<file path="src/rtl/loader_pkg.sv">
// -----------------------------------------------------------------------------
// loader_pkg
// Shared definitions for the program loader: FSM state encoding, header size
// and a helper that derives the number of byte lanes per memory word.
// No ports (package).
// -----------------------------------------------------------------------------
package loader_pkg;

    // Image header is a little-endian 16-bit word count.
    localparam int HDR_BYTES = 2;

    // Explicit encodings keep the state vector stable across tools and
    // readable in waveforms.
    typedef enum logic [2:0] {
        IDLE   = 3'd0,
        HDR_LO = 3'd1,
        HDR_HI = 3'd2,
        DATA   = 3'd3,
        WRITE  = 3'd4,
        DONE   = 3'd5
    } loader_state_t;

    // Number of byte lanes in a memory word of the given bit width.
    function automatic int bytes_per_word(input int width);
        return width / 8;
    endfunction

endpackage

</file>
<file path="src/rtl/word_assembler.sv">
// -----------------------------------------------------------------------------
// word_assembler
// Collects bytes into a WIDTH-bit word, little-endian (first byte -> lane 0,
// bits [7:0]). The lane counter wraps after the last lane.
//
// Ports:
//   clk      in   clock, posedge
//   rst      in   synchronous active-high reset
//   clr_i    in   drop any partial word and restart at lane 0
//   push_i   in   accept byte_i into the current lane
//   byte_i   in   8-bit data
//   word_o   out  assembled word (lanes not yet filled hold old/zero data)
//   last_o   out  push_i is filling the final lane this cycle
// -----------------------------------------------------------------------------
module word_assembler
    import loader_pkg::*;
#(
    parameter int WIDTH = 32
) (
    input  logic             clk,
    input  logic             rst,
    input  logic             clr_i,
    input  logic             push_i,
    input  logic [7:0]       byte_i,
    output logic [WIDTH-1:0] word_o,
    output logic             last_o
);

    localparam int BPW = bytes_per_word(WIDTH);
    localparam int LW  = (BPW > 1) ? $clog2(BPW) : 1;

    logic [LW-1:0]    lane_q, lane_d;
    logic [WIDTH-1:0] word_q, word_d;

    // NOTE: every signal written in always_comb gets a default first, so no
    // path through the block leaves it unassigned and no latch is inferred.
    always_comb begin
        word_d = word_q;
        lane_d = lane_q;
        last_o = push_i && (lane_q == LW'(BPW - 1));
        if (clr_i) begin
            word_d = '0;
            lane_d = '0;
        end else if (push_i) begin
            word_d[{lane_q, 3'b000} +: 8] = byte_i;
            lane_d = last_o ? '0 : lane_q + 1'b1;
        end
    end

    // NOTE: sequential state uses non-blocking assignments so every register
    // samples the pre-edge values regardless of statement order.
    always_ff @(posedge clk) begin
        if (rst) begin
            word_q <= '0;
            lane_q <= '0;
        end else begin
            word_q <= word_d;
            lane_q <= lane_d;
        end
    end

    assign word_o = word_q;

endmodule

</file>
<file path="src/rtl/prog_loader.sv">
// -----------------------------------------------------------------------------
// prog_loader
// Loads a program image from a byte stream into a RAM write port while holding
// the CPU. Image = 16-bit little-endian word count, then little-endian words.
// Words go to byte addresses 0, 4, 8, ...; words beyond LENGTH are consumed
// and discarded, and err flags the oversized header.
//
// Ports:
//   clk            in   clock, posedge
//   rst            in   synchronous active-high reset
//   start          in   begin a load (honoured in IDLE and DONE only)
//   s_valid        in   byte-stream valid
//   s_data[7:0]    in   byte-stream data
//   s_ready        out  loader accepts a byte (HDR_LO, HDR_HI, DATA)
//   wr_en          out  one-cycle memory write strobe per stored word
//   wr_addr        out  word-aligned byte address of the write
//   wr_data        out  assembled word
//   cpu_hold       out  CPU stalled/flushed while a load is in progress
//   done           out  load complete (level, until next start or rst)
//   err            out  sticky: header count exceeded LENGTH
//   words_written  out  number of wr_en pulses in the current load
// -----------------------------------------------------------------------------
module prog_loader
    import loader_pkg::*;
#(
    parameter int WIDTH  = 32,
    parameter int LENGTH = 256
) (
    input  logic             clk,
    input  logic             rst,
    input  logic             start,
    input  logic             s_valid,
    input  logic [7:0]       s_data,
    output logic             s_ready,
    output logic             wr_en,
    output logic [WIDTH-1:0] wr_addr,
    output logic [WIDTH-1:0] wr_data,
    output logic             cpu_hold,
    output logic             done,
    output logic             err,
    output logic [15:0]      words_written
);

    loader_state_t state_q, state_d;
    logic [15:0]   count_q, count_d;
    logic [15:0]   idx_q, idx_d;
    logic [15:0]   ww_q, ww_d;
    logic          err_q, err_d;

    logic          xfer;
    logic          in_range;
    logic [15:0]   hdr_count;
    logic          asm_clr;
    logic          asm_last;
    logic [WIDTH-1:0] asm_word;

    assign xfer      = s_valid && s_ready;
    // Comparisons are widened to 17 bits so LENGTH up to 65536 is exact.
    assign in_range  = {1'b0, idx_q} < 17'(LENGTH);
    assign hdr_count = {s_data, count_q[7:0]};

    word_assembler #(.WIDTH(WIDTH)) u_asm (
        .clk    (clk),
        .rst    (rst),
        .clr_i  (asm_clr),
        .push_i ((state_q == DATA) && xfer),
        .byte_i (s_data),
        .word_o (asm_word),
        .last_o (asm_last)
    );

    always_comb begin
        state_d = state_q;
        count_d = count_q;
        idx_d   = idx_q;
        ww_d    = ww_q;
        err_d   = err_q;
        asm_clr = 1'b0;
        unique case (state_q)
            IDLE, DONE: begin
                if (start) begin
                    state_d = HDR_LO;
                    count_d = '0;
                    idx_d   = '0;
                    ww_d    = '0;
                    err_d   = 1'b0;
                    asm_clr = 1'b1;
                end
            end
            HDR_LO: begin
                if (xfer) begin
                    count_d[7:0] = s_data;
                    state_d      = HDR_HI;
                end
            end
            HDR_HI: begin
                if (xfer) begin
                    count_d[15:8] = s_data;
                    state_d       = (hdr_count == 16'd0) ? DONE : DATA;
                    // Oversized image is still consumed to the end.
                    if ({1'b0, hdr_count} > 17'(LENGTH)) begin
                        err_d = 1'b1;
                    end
                end
            end
            DATA: begin
                if (asm_last) begin
                    state_d = WRITE;
                end
            end
            WRITE: begin
                if (in_range) begin
                    ww_d = ww_q + 16'd1;
                end
                idx_d   = idx_q + 16'd1;
                state_d = ({1'b0, idx_q} + 17'd1 == {1'b0, count_q}) ? DONE : DATA;
            end
            default: state_d = IDLE;
        endcase
    end

    always_ff @(posedge clk) begin
        if (rst) begin
            state_q <= IDLE;
            count_q <= '0;
            idx_q   <= '0;
            ww_q    <= '0;
            err_q   <= 1'b0;
        end else begin
            state_q <= state_d;
            count_q <= count_d;
            idx_q   <= idx_d;
            ww_q    <= ww_d;
            err_q   <= err_d;
        end
    end

    assign s_ready       = (state_q == HDR_LO) || (state_q == HDR_HI) || (state_q == DATA);
    assign wr_en         = (state_q == WRITE) && in_range;
    assign wr_addr       = WIDTH'({idx_q, 2'b00});
    assign wr_data       = asm_word;
    assign cpu_hold      = (state_q != IDLE) && (state_q != DONE);
    assign done          = (state_q == DONE);
    assign err           = err_q;
    assign words_written = ww_q;

endmodule
</file>
<file path="config.mk">
export PLATFORM = sky130hd
export DESIGN_NAME = prog_loader
export DESIGN_NICKNAME = d
export VERILOG_FILES = /design/src/rtl/loader_pkg.sv /design/src/rtl/word_assembler.sv /design/src/rtl/prog_loader.sv
export SDC_FILE = /design/constraint.sdc
export NUM_CORES = 1
export LEC_CHECK = 0
export ABC_CLOCK_PERIOD_IN_PS = 2450
export CORE_AREA = 2 2 121 100
export CTS_CLUSTER_SIZE = 20
export DETAILED_ROUTE_END_ITERATION = 8
export DIE_AREA = 0 0 123 102
export GPL_ROUTABILITY_DRIVEN = 0
export PLACE_DENSITY = 0.66
export SETUP_SLACK_MARGIN = 0.05
export SLEW_MARGIN = 20
export SYNTH_ARGS = -nofsm -noshare
export SYNTH_HDL_FRONTEND = slang
export SYNTH_SLANG_ARGS = --single-unit
</file>
<file path="constraint.sdc">
create_clock -name clk -period 2.45 [get_ports clk]
set_input_delay 0.49 -clock clk [delete_from_list [all_inputs] [get_ports clk]]
set_output_delay 0.49 -clock clk [all_outputs]
set_load 0.02 [all_outputs]
</file>
==> summary.md <==
| Metric | Value |
|---|---|
| Outcome | `finished, final reports clean` |
| Htree depth | `3` |
| Average wire per standard cell | `15.1 µm` |
| IO Pins | `97` |
| Netlist cell types | `54` |
| Sequential fraction of the synthesis area | `approximately 39%` |
| Initial Util | `about 39%` |
| Initial antenna violation count | `0` |
| Core area | `0.0113 mm²` |
| Vias | `approximately 4400` |
| CTS Buffer Depth | `2` |
| Worst-Skew Late Latency | `~0.34 ns` |
| Area Growth Syn to Fin | `33.0%` |
| Warnings from Yosys | `0` |
| Routed wire length | `12500 µm` |
| RSZ-0062 raised after global routing | `true` |
| Hold wc startpoint | `u_asm.word_o[5]` |
| Crit path max fanout | `19` |
| First-pass GRT wire length | `roughly 20000 µm` |
| Antenna diodes | `0` |
| Total GRT Usage | `roughly a fifth` |
| Inst Count DP | `around 810` |
| Syn avg cell area | `~7.8 µm²` |
| Post-synth EDFFs | `0` |
| Synth area leader | `dfxtp_1` |
| Drc violations | `0` |
| Clock slew at reported path FFs | `0.07 ns` |
| Final Instance Count excl. Fillers | `between 800 and 900` |
| Delay-heaviest family, CP | `buffers and inverters` |
| DP Worst Slack | `-0.186 ns` |
| Dpl hpwl | `between 8000 and 9000 µm` |
| Grt ovf | `0` |
| Crit path buf inv count | `2` |
| Power density over cell area | `~600 mW/mm²` |
| Synth top area cells | `dfxtp_1 39%, a21oi_1 7.1%, nand2_1 6.1%, nand3_1 5.5%, nor2_1 5.2%` |
| Max Clk Rate | `roughly 430 MHz` |
| Max-slew violation count | `0` |
| Pre-Repair DR Iteration Count | `5` |
| Root buf cell | `clkbuf_16` |
| Setup Crit Path Kind | `flip-flop to output port` |
| Crit path DAT | `approximately 1.8 ns` |
| Via-per-instance ratio | `5.36` |
| Top-count cell post-synth | `dfxtp_1` |
| Top cells by count, synth | `86 x dfxtp_1, 72 x nand2_1, 63 x a21oi_1` |
| Critical Path Max Stage Delay | `just over 0.6 ns` |
| # clock sinks | `86` |
| Minimum clock period | `~2.3 ns` |
| Die Y | `between 100 and 150 µm` |
| Hold WC Path Type | `flip-flop to flip-flop` |
| Number of core rows | `35` |
| Max Cap Viol | `0` |
| Crit path max-delay cell type | `clkdlybuf4s50_1` |
| Critical Path RT | `just under 2 ns` |
| Critical-path cell list | `buf_4 > nand2b_1 > nor2_1 > clkdlybuf4s50_1` |
| Routed Antenna Nets | `0` |
| Worst clock skew | `approximately 0.0083 ns` |
| Setup violators final | `0` |
| Synth Instances | `around 570` |
| Largest net degree at the start of global routing | `54` |
| R2R Path Start | `idx_q[10]` |
| Top_reg_cell synth | `dfxtp_1` |
| Fraction of layout cells with a size suffix above 1 | `between 10% and 20%` |
| Pin slew with the least headroom to its limit | `0.507 ns` |
| Final Cycle Share | `around 95%` |
| Netlist Area Pre-Place | `around 0.0044 mm²` |
| Rel. slew slack | `between 60% and 70%` |
| Crit path launch | `state_q[1]` |
| Max VDD drop | `between 0.2 and 0.3 mV` |
| IO buf count | `80` |
| Total CTS buffers | `9` |
| Hold Vio Cnt, Final | `0` |
| TritonCTS clock tree | `built` |
| Setup ws final | `about 0.13 ns` |
| Synth top area share | `approximately two fifths` |
| Die Wd | `between 100 and 150 µm` |
| Vias in the first global route | `4043` |
| Synth Register Bits | `86` |
| P_leak | `between 2 and 2.5 nW` |
| Hold_ws | `approximately 0.45 ns` |
| Overall power | `3.63 mW` |
| Nets | `a little under 700` |
| Total negative setup slack | `0 ns` |
| Startpoint Class | `flip-flop` |
| Die Area | `roughly 0.013 mm²` |
| DRT iter0 DRCs | `between 200 and 300` |
| Worst Setup End Kind | `output port` |
| Post-synth ARST share | `0%` |
==> path summary, 6_finish.rpt <==
kind	to	depth (start not counted)	slack [ns]
setup / recovery	done	4	0.13
hold / removal	u_asm.word_o[5]	2	0.45
setup reg to reg	state_q[2]	8	0.16
hold reg to reg	u_asm.word_o[5]	2	0.45
==> logic make-up after synthesis <==
| family | after synthesis | synth area share, % |
|---|---|---|
| mux | 4 | 0.904 |
| compound gates | 124 | 16.4 |
| simple gates | 254 | 28.2 |
| other cells | 1 | 0.0846 |
| flops | 86 | 38.9 |
| xor+xnor | 35 | 6.92 |
| fa+ha+maj | 7 | 1.98 |
| buf+inv | 60 | 6.69 |
==> repair_timing <==
| item | 4_1_cts | 5_1_grt |
|---|---|---|
| gates resized for setup | 1 | 3 |
| buffers inserted | 0 | 2 |
| setup endpoints to repair | 1 | 4 |
| hold buffers | 0 | 0 |
| pin swaps | 0 | 2 |
==> power breakdown <==
part	switching (mW)	total, mW	internal (mW)
sequential	0.0411	1.49	1.45
combinational	0.534	0.852	0.317
clock	0.581	1.29	0.711
total	1.16	3.63	2.47
==> tightest hold or removal path: cells and delay by family (launching register included) <==
family | cells | cell delay (ns)
simple gates | 1 | 0.05
flops | 1 | 0.31
compound gates | 1 | 0.05
==> layout make-up <==
cell class	count	area, µm²
inverter	9	37.5
fill	1065	5410
clock buffer	10	239
sequential	86	1720
timing repair buffer	130	1190
multi-input combinational	440	2480
clock inverter	4	32.5
tap	148	185
==> flip-flops by register name, indices dropped and copies added (netlist names) <==
| name | count |
|---|---|
| count_q | 16 |
| err | 1 |
| u_asm.lane_q | 2 |
| state_q | 3 |
| u_asm.word_o | 32 |
| idx_q | 16 |
| words_written | 16 |
==> per-stage QoR <==
step	util (%)	cell area, µm²
4_1_cts	51.9	5870
3_3_place_gp	49.5	5600
6_report	52.1	5890
3_5_place_dp	49.5	5600
5_1_grt	52.1	5890
2_1_floorplan	-	4500
==> routing by layer <==
| metal | global-route usage, % | up-vias | wire length, µm |
|---|---|---|---|
| li1 | - | 2182 | - |
| met2 | 30.9 | 164 | 5560 |
| met3 | 4.35 | 10 | 794 |
| met4 | 5.24 | 0 | 94 |
| met1 | 29.0 | 2075 | 6030 |
| met5 | 0 | - | 0 |
==> placed cells by master (no fill, tap or decap), types with 2 or more instances in the layout <==
| master | n |
|---|---|
| a21o_1 | 4 |
| a21oi_1 | 63 |
| a22oi_1 | 13 |
| a31oi_1 | 6 |
| and2_1 | 5 |
| and3_1 | 6 |
| buf_4 | 49 |
| clkbuf_16 | 9 |
| clkdlybuf4s50_1 | 78 |
| clkinvlp_4 | 3 |
| conb_1 | 16 |
| dfxtp_1 | 85 |
| ha_1 | 6 |
| inv_1 | 8 |
| inv_6 | 2 |
| mux2i_1 | 4 |
| nand2_1 | 72 |
| nand2_2 | 2 |
| nand2b_1 | 2 |
| nand3_1 | 49 |
| nand3b_1 | 2 |
| nand4_1 | 8 |
| nand4b_1 | 2 |
| nor2_1 | 61 |
| nor3_1 | 7 |
| nor3b_1 | 4 |
| nor4_1 | 14 |
| nor4_4 | 2 |
| o211ai_1 | 2 |
| o21ai_0 | 21 |
| o22ai_1 | 2 |
| or2_2 | 3 |
| or3_1 | 5 |
| or4_1 | 5 |
| xnor2_1 | 19 |
| xor2_1 | 16 |
(Power assumes the default switching activity.)
